**src/rtl/alu_op_sequencer.sv**
```systemverilog
// alu_op_sequencer: command front end for the ArithmeticLogicUnit.
// Takes one command per valid/ready handshake, drives one-hot ALU controls,
// sequences multi-cycle shifts, and holds a registered result until taken.
module alu_op_sequencer #(
  parameter int DATA_WIDTH  = 8,
  parameter int SHAMT_WIDTH = 2
) (
  input  logic                   clk,
  input  logic                   reset,
  input  logic                   cmd_valid,
  output logic                   cmd_ready,
  input  logic [3:0]             cmd_op,
  input  logic [DATA_WIDTH-1:0]  cmd_a,
  input  logic [DATA_WIDTH-1:0]  cmd_b,
  input  logic [SHAMT_WIDTH-1:0] cmd_shamt,
  output logic                   alu_add,
  output logic                   alu_sub,
  output logic                   alu_lsr,
  output logic                   alu_lsh,
  output logic                   alu_rsh,
  output logic                   alu_and,
  output logic                   alu_or,
  output logic                   alu_xor,
  output logic                   alu_inv,
  output logic                   alu_clr,
  output logic [DATA_WIDTH-1:0]  alu_in1,
  output logic [DATA_WIDTH-1:0]  alu_in2,
  input  logic [DATA_WIDTH-1:0]  alu_out,
  input  logic                   alu_overflow,
  input  logic [3:0]             alu_shift_out,
  input  logic                   alu_shift_flag,
  output logic                   res_valid,
  input  logic                   res_ready,
  output logic [DATA_WIDTH-1:0]  res_data,
  output logic                   res_overflow,
  output logic                   res_shift_flag,
  output logic                   res_illegal
);

  localparam logic [2:0] S_IDLE  = 3'd0;
  localparam logic [2:0] S_EXEC  = 3'd1;
  localparam logic [2:0] S_SLOAD = 3'd2;
  localparam logic [2:0] S_SHIFT = 3'd3;
  localparam logic [2:0] S_SCAP  = 3'd4;
  localparam logic [2:0] S_RESP  = 3'd5;

  localparam logic [3:0] OP_ADD = 4'd0;
  localparam logic [3:0] OP_SUB = 4'd1;
  localparam logic [3:0] OP_AND = 4'd2;
  localparam logic [3:0] OP_OR  = 4'd3;
  localparam logic [3:0] OP_XOR = 4'd4;
  localparam logic [3:0] OP_INV = 4'd5;
  localparam logic [3:0] OP_CLR = 4'd6;
  localparam logic [3:0] OP_LSH = 4'd7;
  localparam logic [3:0] OP_RSH = 4'd8;

  logic [2:0]             state_q, state_d;
  logic [3:0]             op_q;
  logic [SHAMT_WIDTH-1:0] cnt_q, cnt_d;
  logic [DATA_WIDTH-1:0]  in1_q, in2_q;
  logic                   ready_q, ready_d;
  logic                   res_valid_q, res_valid_d;
  logic [DATA_WIDTH-1:0]  res_data_q, res_data_d;
  logic                   res_ovf_q, res_ovf_d;
  logic                   res_sflag_q, res_sflag_d;
  logic                   res_ill_q, res_ill_d;
  logic                   accept;

  // ready is only ever high in IDLE, so it alone qualifies an accept
  assign accept = cmd_valid && ready_q;

  // Next-state, shift counter and result capture
  always_comb begin
    state_d     = state_q;
    cnt_d       = cnt_q;
    res_valid_d = res_valid_q;
    res_data_d  = res_data_q;
    res_ovf_d   = res_ovf_q;
    res_sflag_d = res_sflag_q;
    res_ill_d   = res_ill_q;
    case (state_q)
      S_IDLE: begin
        if (accept) begin
          cnt_d = cmd_shamt;
          if (cmd_op <= OP_CLR) begin
            state_d = S_EXEC;
          end else if (cmd_op == OP_LSH || cmd_op == OP_RSH) begin
            state_d = S_SLOAD;
          end else begin
            // Undefined opcode: answer immediately with a zeroed result
            state_d     = S_RESP;
            res_valid_d = 1'b1;
            res_data_d  = '0;
            res_ovf_d   = 1'b0;
            res_sflag_d = 1'b0;
            res_ill_d   = 1'b1;
          end
        end
      end
      S_EXEC: begin
        state_d     = S_RESP;
        res_valid_d = 1'b1;
        res_data_d  = alu_out;
        res_ovf_d   = (op_q == OP_ADD || op_q == OP_SUB) && alu_overflow;
        res_sflag_d = 1'b0;
        res_ill_d   = 1'b0;
      end
      S_SLOAD: begin
        state_d = (cnt_q == '0) ? S_SCAP : S_SHIFT;
      end
      S_SHIFT: begin
        // Entered with cnt_q >= 1; one ALU shift per cycle spent here
        cnt_d = cnt_q - 1'b1;
        if (cnt_q == SHAMT_WIDTH'(1)) begin
          state_d = S_SCAP;
        end
      end
      S_SCAP: begin
        state_d     = S_RESP;
        res_valid_d = 1'b1;
        res_data_d  = {{(DATA_WIDTH-4){1'b0}}, alu_shift_out};
        res_ovf_d   = 1'b0;
        res_sflag_d = alu_shift_flag;
        res_ill_d   = 1'b0;
      end
      S_RESP: begin
        if (res_ready) begin
          state_d     = S_IDLE;
          res_valid_d = 1'b0;
        end
      end
      default: state_d = S_IDLE;
    endcase
    ready_d = (state_d == S_IDLE);
  end

  // State, operand latch and result registers
  always_ff @(posedge clk) begin
    if (reset) begin
      state_q     <= S_IDLE;
      op_q        <= '0;
      cnt_q       <= '0;
      in1_q       <= '0;
      in2_q       <= '0;
      ready_q     <= 1'b0;
      res_valid_q <= 1'b0;
      res_data_q  <= '0;
      res_ovf_q   <= 1'b0;
      res_sflag_q <= 1'b0;
      res_ill_q   <= 1'b0;
    end else begin
      state_q     <= state_d;
      cnt_q       <= cnt_d;
      ready_q     <= ready_d;
      res_valid_q <= res_valid_d;
      res_data_q  <= res_data_d;
      res_ovf_q   <= res_ovf_d;
      res_sflag_q <= res_sflag_d;
      res_ill_q   <= res_ill_d;
      if (accept) begin
        op_q  <= cmd_op;
        in1_q <= cmd_a;
        in2_q <= cmd_b;
      end
    end
  end

  // One-hot ALU control decode from the registered state and opcode
  always_comb begin
    alu_add = 1'b0;
    alu_sub = 1'b0;
    alu_lsr = 1'b0;
    alu_lsh = 1'b0;
    alu_rsh = 1'b0;
    alu_and = 1'b0;
    alu_or  = 1'b0;
    alu_xor = 1'b0;
    alu_inv = 1'b0;
    alu_clr = 1'b0;
    case (state_q)
      S_EXEC: begin
        case (op_q)
          OP_ADD:  alu_add = 1'b1;
          OP_SUB:  alu_sub = 1'b1;
          OP_AND:  alu_and = 1'b1;
          OP_OR:   alu_or  = 1'b1;
          OP_XOR:  alu_xor = 1'b1;
          OP_INV:  alu_inv = 1'b1;
          OP_CLR:  alu_clr = 1'b1;
          default: ;
        endcase
      end
      S_SLOAD: alu_lsr = 1'b1;
      S_SHIFT: begin
        alu_lsh = (op_q == OP_LSH);
        alu_rsh = (op_q != OP_LSH);
      end
      default: ;
    endcase
  end

  assign cmd_ready      = ready_q;
  assign alu_in1        = in1_q;
  assign alu_in2        = in2_q;
  assign res_valid      = res_valid_q;
  assign res_data       = res_data_q;
  assign res_overflow   = res_ovf_q;
  assign res_shift_flag = res_sflag_q;
  assign res_illegal    = res_ill_q;

endmodule
```
**config.mk**
```make
export PLATFORM = sky130hd
export DESIGN_NAME = alu_op_sequencer
export DESIGN_NICKNAME = d
export VERILOG_FILES = /design/src/rtl/alu_op_sequencer.sv
export SDC_FILE = /design/constraint.sdc
export NUM_CORES = 1
export LEC_CHECK = 0
export CAP_MARGIN = 15
export CORE_MARGIN = 1
export CORE_UTILIZATION = 45
export CTS_CLUSTER_SIZE = 8
export DETAILED_ROUTE_END_ITERATION = 8
export PLACE_DENSITY = 0.85
export SLEW_MARGIN = 20
export SYNTH_ARGS = -nofsm -noshare
export SYNTH_HDL_FRONTEND = slang
export SYNTH_SLANG_ARGS = --single-unit
```
**constraint.sdc**
```tcl
create_clock -name clk -period 2.3 [get_ports clk]
set_input_delay 0.46 -clock clk [delete_from_list [all_inputs] [get_ports clk]]
set_output_delay 0.46 -clock clk [all_outputs]
set_load 0.05 [all_outputs]
```
### Word level (Yosys, flattened, before mapping)

Cells that the tools add are included.

| cells by class | value |
|---|---|
| add/sub/neg operators | 1 |
| magnitude comparators | 1 |
| eq/ne operators | 20 |
| multiplexer cells | 41 |
| reductions and logical operators | 17 |

Operator list:

| operator | count |
|---|---|
| two-way mux 1 bit | 24 |
| two-way mux 8 bit | 3 |
| case mux 8 bit (3 select lines) | 1 |
| == test 4 x 3 -> 1 bit (second input constant) | 5 |
| two-way mux 3 bit | 6 |
| case mux 3 bit (5 select lines) | 1 |
| case mux 1 bit (3 select lines) | 3 |
| == test 4 x 2 -> 1 bit (second input constant) | 2 |
| inequality test 2 bit (second input constant) | 4 |
| AND reduction 4 bit | 2 |
| == test 3 x 2 -> 1 bit (second input constant) | 2 |
| == test 3 bit (second input constant) | 2 |
| logical NOT 3 bit | 2 |
| nonzero test 3 bit | 2 |
| AND reduction 5 bit | 1 |
| == test 4 x 1 -> 1 bit (second input constant) | 1 |
| == test 4 bit (second input constant) | 1 |
| less-or-equal comparator 4 x 3 -> 1 bit (second input constant) | 1 |
| logical NOT 4 bit | 1 |
| inequality test 4 x 3 -> 1 bit (second input constant) | 1 |
| case mux 2 bit (2 select lines) | 1 |
| nonzero test 2 bit | 2 |
| == test 3 x 1 -> 1 bit (second input constant) | 1 |
| == test 2 x 1 -> 1 bit (second input constant) | 1 |
| other kinds (8) | 10 |

| storage, ports and cells | value |
|---|---|
| flip-flop bits (word level) | 38 |
| input bits | 40 |
| output and inout port bits | 39 |
| logic and storage cells | 91 |

### Logic depth before layout (Yosys ltp)

| depth | value |
|---|---|
| word-level depth | 7 |
| mapped depth | 6 |
| depth with buffers taken out | 6 |

### Least setup slack after synthesis

Ideal clock, no wire load.

| timing | value |
|---|---|
| kind | reg2out |
| start point | register state_q[2] |
| end point | output alu_add |
| arrival time | 1.910 ns |
| data required time | 1.840 ns |
| path slack | -0.070 ns |
| cell stages (with the launch flop) | 4 |
| buffers on the path | 1 |
| cells stage by stage | dfxtp_1 -> buf_6 -> or4_4 -> nor3_1 |

| on the way | value |
|---|---|
| longest elaborated chain between the ends | 2 |

Ends and longest elaborated chain:

| what | line | source |
|---|---|---|
| from (decl) | 57 | `logic [2:0] state_q, state_d;` |
| from (signal assigned) | 152 | `state_q <= state_d;` |
| == test 3 x 1 -> 1 bit | 180 | `case (state_q)` |
| two-way mux 1 bit | 180 |  |
| to (decl) | 16 | `output logic alu_add,` |

Every way passes these cells.

### Final worst setup path

| timing | value |
|---|---|
| start point | register state_q[2] |
| end point | output alu_sub |

| on the way | value |
|---|---|
| longest elaborated chain between the ends | 2 |

Ends and longest elaborated chain:

| what | line | source |
|---|---|---|
| == test 3 x 1 -> 1 bit | 180 |  |
| two-way mux 1 bit | 180 |  |
| to (decl) | 17 | `output logic alu_sub,` |

Every way passes these cells.

==> key figures <==
Finish
  – Antenna fix cells: 0
  – Share of layout cells above drive strength 1: 17.91%
  – Fillcell total: 278
  – Nets: 337
  – Synthesis-to-layout area growth: 54.04%
  – Layout Utilization: 74.72%

Yosys
  – Cell variety after synth: 45
  – Syn_area_per_cell: 8.430 um^2
  – Cell area after synthesis: 1829 um^2
  – Synth warn: 0
  – Sequential area share after synthesis: 41.59%
  – Ranking of synthesized cells by area: dfxtp_1 42%, nand2_1 11%, a21oi_1 7.4%
  – Synth top area share: 41.59%
  – Synth Flop Type: dfxtp_1
  – Ys async rst share: 0%
  – Synth cell count leaders: 53 x nand2_1, 38 x dfxtp_1, 27 x a21oi_1, 6 x nor2_1
  – Most common cell in the netlist: nand2_1
  – Syn_nets: 259
  – Area leader, netlist: dfxtp_1
  – Synth Register Bits: 38
  – Number of synthesized flops with an enable pin: 0
  – Mapped Cells: 217

Global route
  – Grt met1 use: 28.50%
  – Antenna violations before repair: 0
  – First-pass GRT wire length: 7721 um
  – GRT overflow: 0
  – Met2 Use GR: 38.90%
  – Global route hottest layer: met2
  – All-Layer GR Usage: 23.53%
  – Vias in the first global route: 1737
  – GRT met3 Usage: 5.208%
  – Largest net degree at the start of global routing: 21

Drt
  – Post-Route WL: 4827 um
  – Pre-antenna DRT Iters: 4
  – WL/cell: 14.03 um
  – Vias: 1785
  – Final ANT Viol Nets: 0
  – Vias per Instance: 5.189
  – DR DRC count: 0
  – Iteration-0 DRC Markers: 57

Placement
  – Buffers added on ports: 78
  – RePlAce Congestion: 0.8820
  – Post-Place Worst Slack: 0.2262 ns
  – Final HPWL DP: 3538 um

Worst setup path
  – Critical path endpoint category: output pin
  – R2r startpoint: state_q[2]
  – Worst r2r path cells: 6
  – Crit path launch type: flop
  – Critical path required time: 1.84 ns
  – Critical Setup Path Class: flop to output pin
  – R2r endpoint: res_data[3]
  – Reg-to-reg setup timing slack: 0.66 ns
  – Worst Path Arrival: 1.68 ns
  – Crit path max fanout: 10

STA
  – Final worst slack: 0.1571 ns
  – Final hold vios: 0
  – Period utilisation layout: 93.17%
  – Clk_skew: 0.004809 ns
  – Worst Tran Pin Value: 0.5802 ns
  – Fin. max-slew vios: 0
  – Slew HR: 61.20%
  – Endpoints failing setup: 0
  – Setup TNS: 0 ns
  – Final min period: 2.143 ns
  – FMAX: 466.7 MHz
  – RSZ-0062 raised after global routing: no

CTS
  – Post_cts resized: 0
  – CTS H-tree depth: 2
  – Clk root buf: clkbuf_8
  – Total CTS buffers: 5
  – CTS tree: built
  – Number of clock sinks: 38
  – Worst-path clk slew: 0.07 ns
  – Clk_lat worst skew: 0.29 ns
  – CTS max path bufs: 2

Floorplanning
  – Area of the core: 3771 um^2
  – Boundary Pins: 79
  – Die height: 65.76 um
  – Std cell rows: 22
  – Die X: 65.76 um
  – Die ar.: 4324 um^2
  – Starting density of the core: 48.51%

Power and ir drop
  – Worst VDD drop: 0.0005415 V
  – Static leakage power: 1.012 nW
  – Pwr/cell area: 898.8 nW/um^2

Hold path
  – Worst Min Path Start: alu_in1[7]
  – Hold EP: alu_in1[7]
  – Worst hold path depth: 2
  – Hold/Removal Path Class: flop to flop

Status
  – Outcome: completed

Run
  – Max_cap viols: 0
[flip-flops by register name, indices dropped and copies added, names as in the netlist, 2 cells and up]
name      flops
res_data      8
cnt_q         2
alu_in1       8
state_q       3
op_q          4
alu_in2       8
[critical path, cell delays in order, from the launching register on]
cell and delay (ns):
dfxtp_1 0.47, or4_4 0.49, nor2_2 0.11, and2_1 0.18
buf_12 0.14
[placed cells by master (no fill, tap or decap), types with 6 or more instances in the layout]
cell,n
a21oi_1,27
nand2_1,53
buf_12,9
clkbuf_8,6
clkdlybuf4s50_1,68
dfxtp_1,38
buf_4,9
nor2_1,6
[power by group]
part | internal (W) | switching (W) | leakage (nW) | total (W)
Sequential | 0.000768 | 0.0000981 | 0.309 | 0.000867
Combinational | 0.000472 | 0.000731 | 0.655 | 0.00120
Clock | 0.000242 | 0.000221 | 0.0482 | 0.000463
Total | 0.00148 | 0.00105 | 1.01 | 0.00253
[metal layers]
metal / routed length [um] / vias to the layer above
met2: 2395 / 51
met1: 2093 / 831
li1: - / 891
met3: 231 / 12
met5: 0 / -
met4: 107 / 0
[how the worst max path moves through the flow]
stage	cells past startpoint	endpoint	slack [ns]	from
global route	4	alu_sub	0.09	state_q[2]
floorplan	6	alu_or	0.21	state_q[0]
finish	4	alu_sub	0.16	state_q[2]
global placement	5	res_valid	0.29	cmd_op[0]
detailed placement	5	res_valid	0.23	cmd_op[0]
CTS	5	alu_or	0.08	state_q[2]
[kinds of logic (layout without fill, tap and decap cells)]
group,after synthesis,after routing,share of synthesized area (%)
multiplexers,1,1,0.5472
AND/OR/NAND/NOR,98,98,28.86
AO/OA/AOI/OAI,61,61,21.96
buffers and inverters,17,96,5.677
flip-flops,38,38,41.59
adder cells (fa/ha/maj),2,2,1.368
[repair_timing]
| item | 4_1_cts | 5_1_grt |
|---|---|---|
| endpoints found under the setup margin | 0 | 1 |
| hold buffers | 0 | 0 |
| endpoints found under the hold margin | 0 | 0 |
| buffers inserted | 0 | 2 |
[through the flow]
step                      total power, W  hold WS [ns]  std cells  cell area (um^2)
after floorplan                 0.001713        0.4450        217              1834
after global placement          0.002039        0.4424        334              2711
after CTS                       0.002520        0.4586        342              2803
after detailed placement        0.002056        0.4490        334              2711
final                           0.002533        0.4560        344              2818
after global routing            0.002654        0.4744        344              2818
[area by class of cell]
cell class / instances / area (um^2) / share of cell area, %
inverter: 2 / 7.507 / 0.2664
sequential: 38 / 760.7 / 27.00
timing repair buffer: 86 / 928.4 / 32.95
clock buffer: 7 / 86.33 / 3.064
clock inverter: 1 / 5.005 / 0.1776
tap: 48 / 60.06 / 2.131
multi-input combinational: 162 / 969.7 / 34.41
No activity file was read; power rests on OpenSTA's default activity.
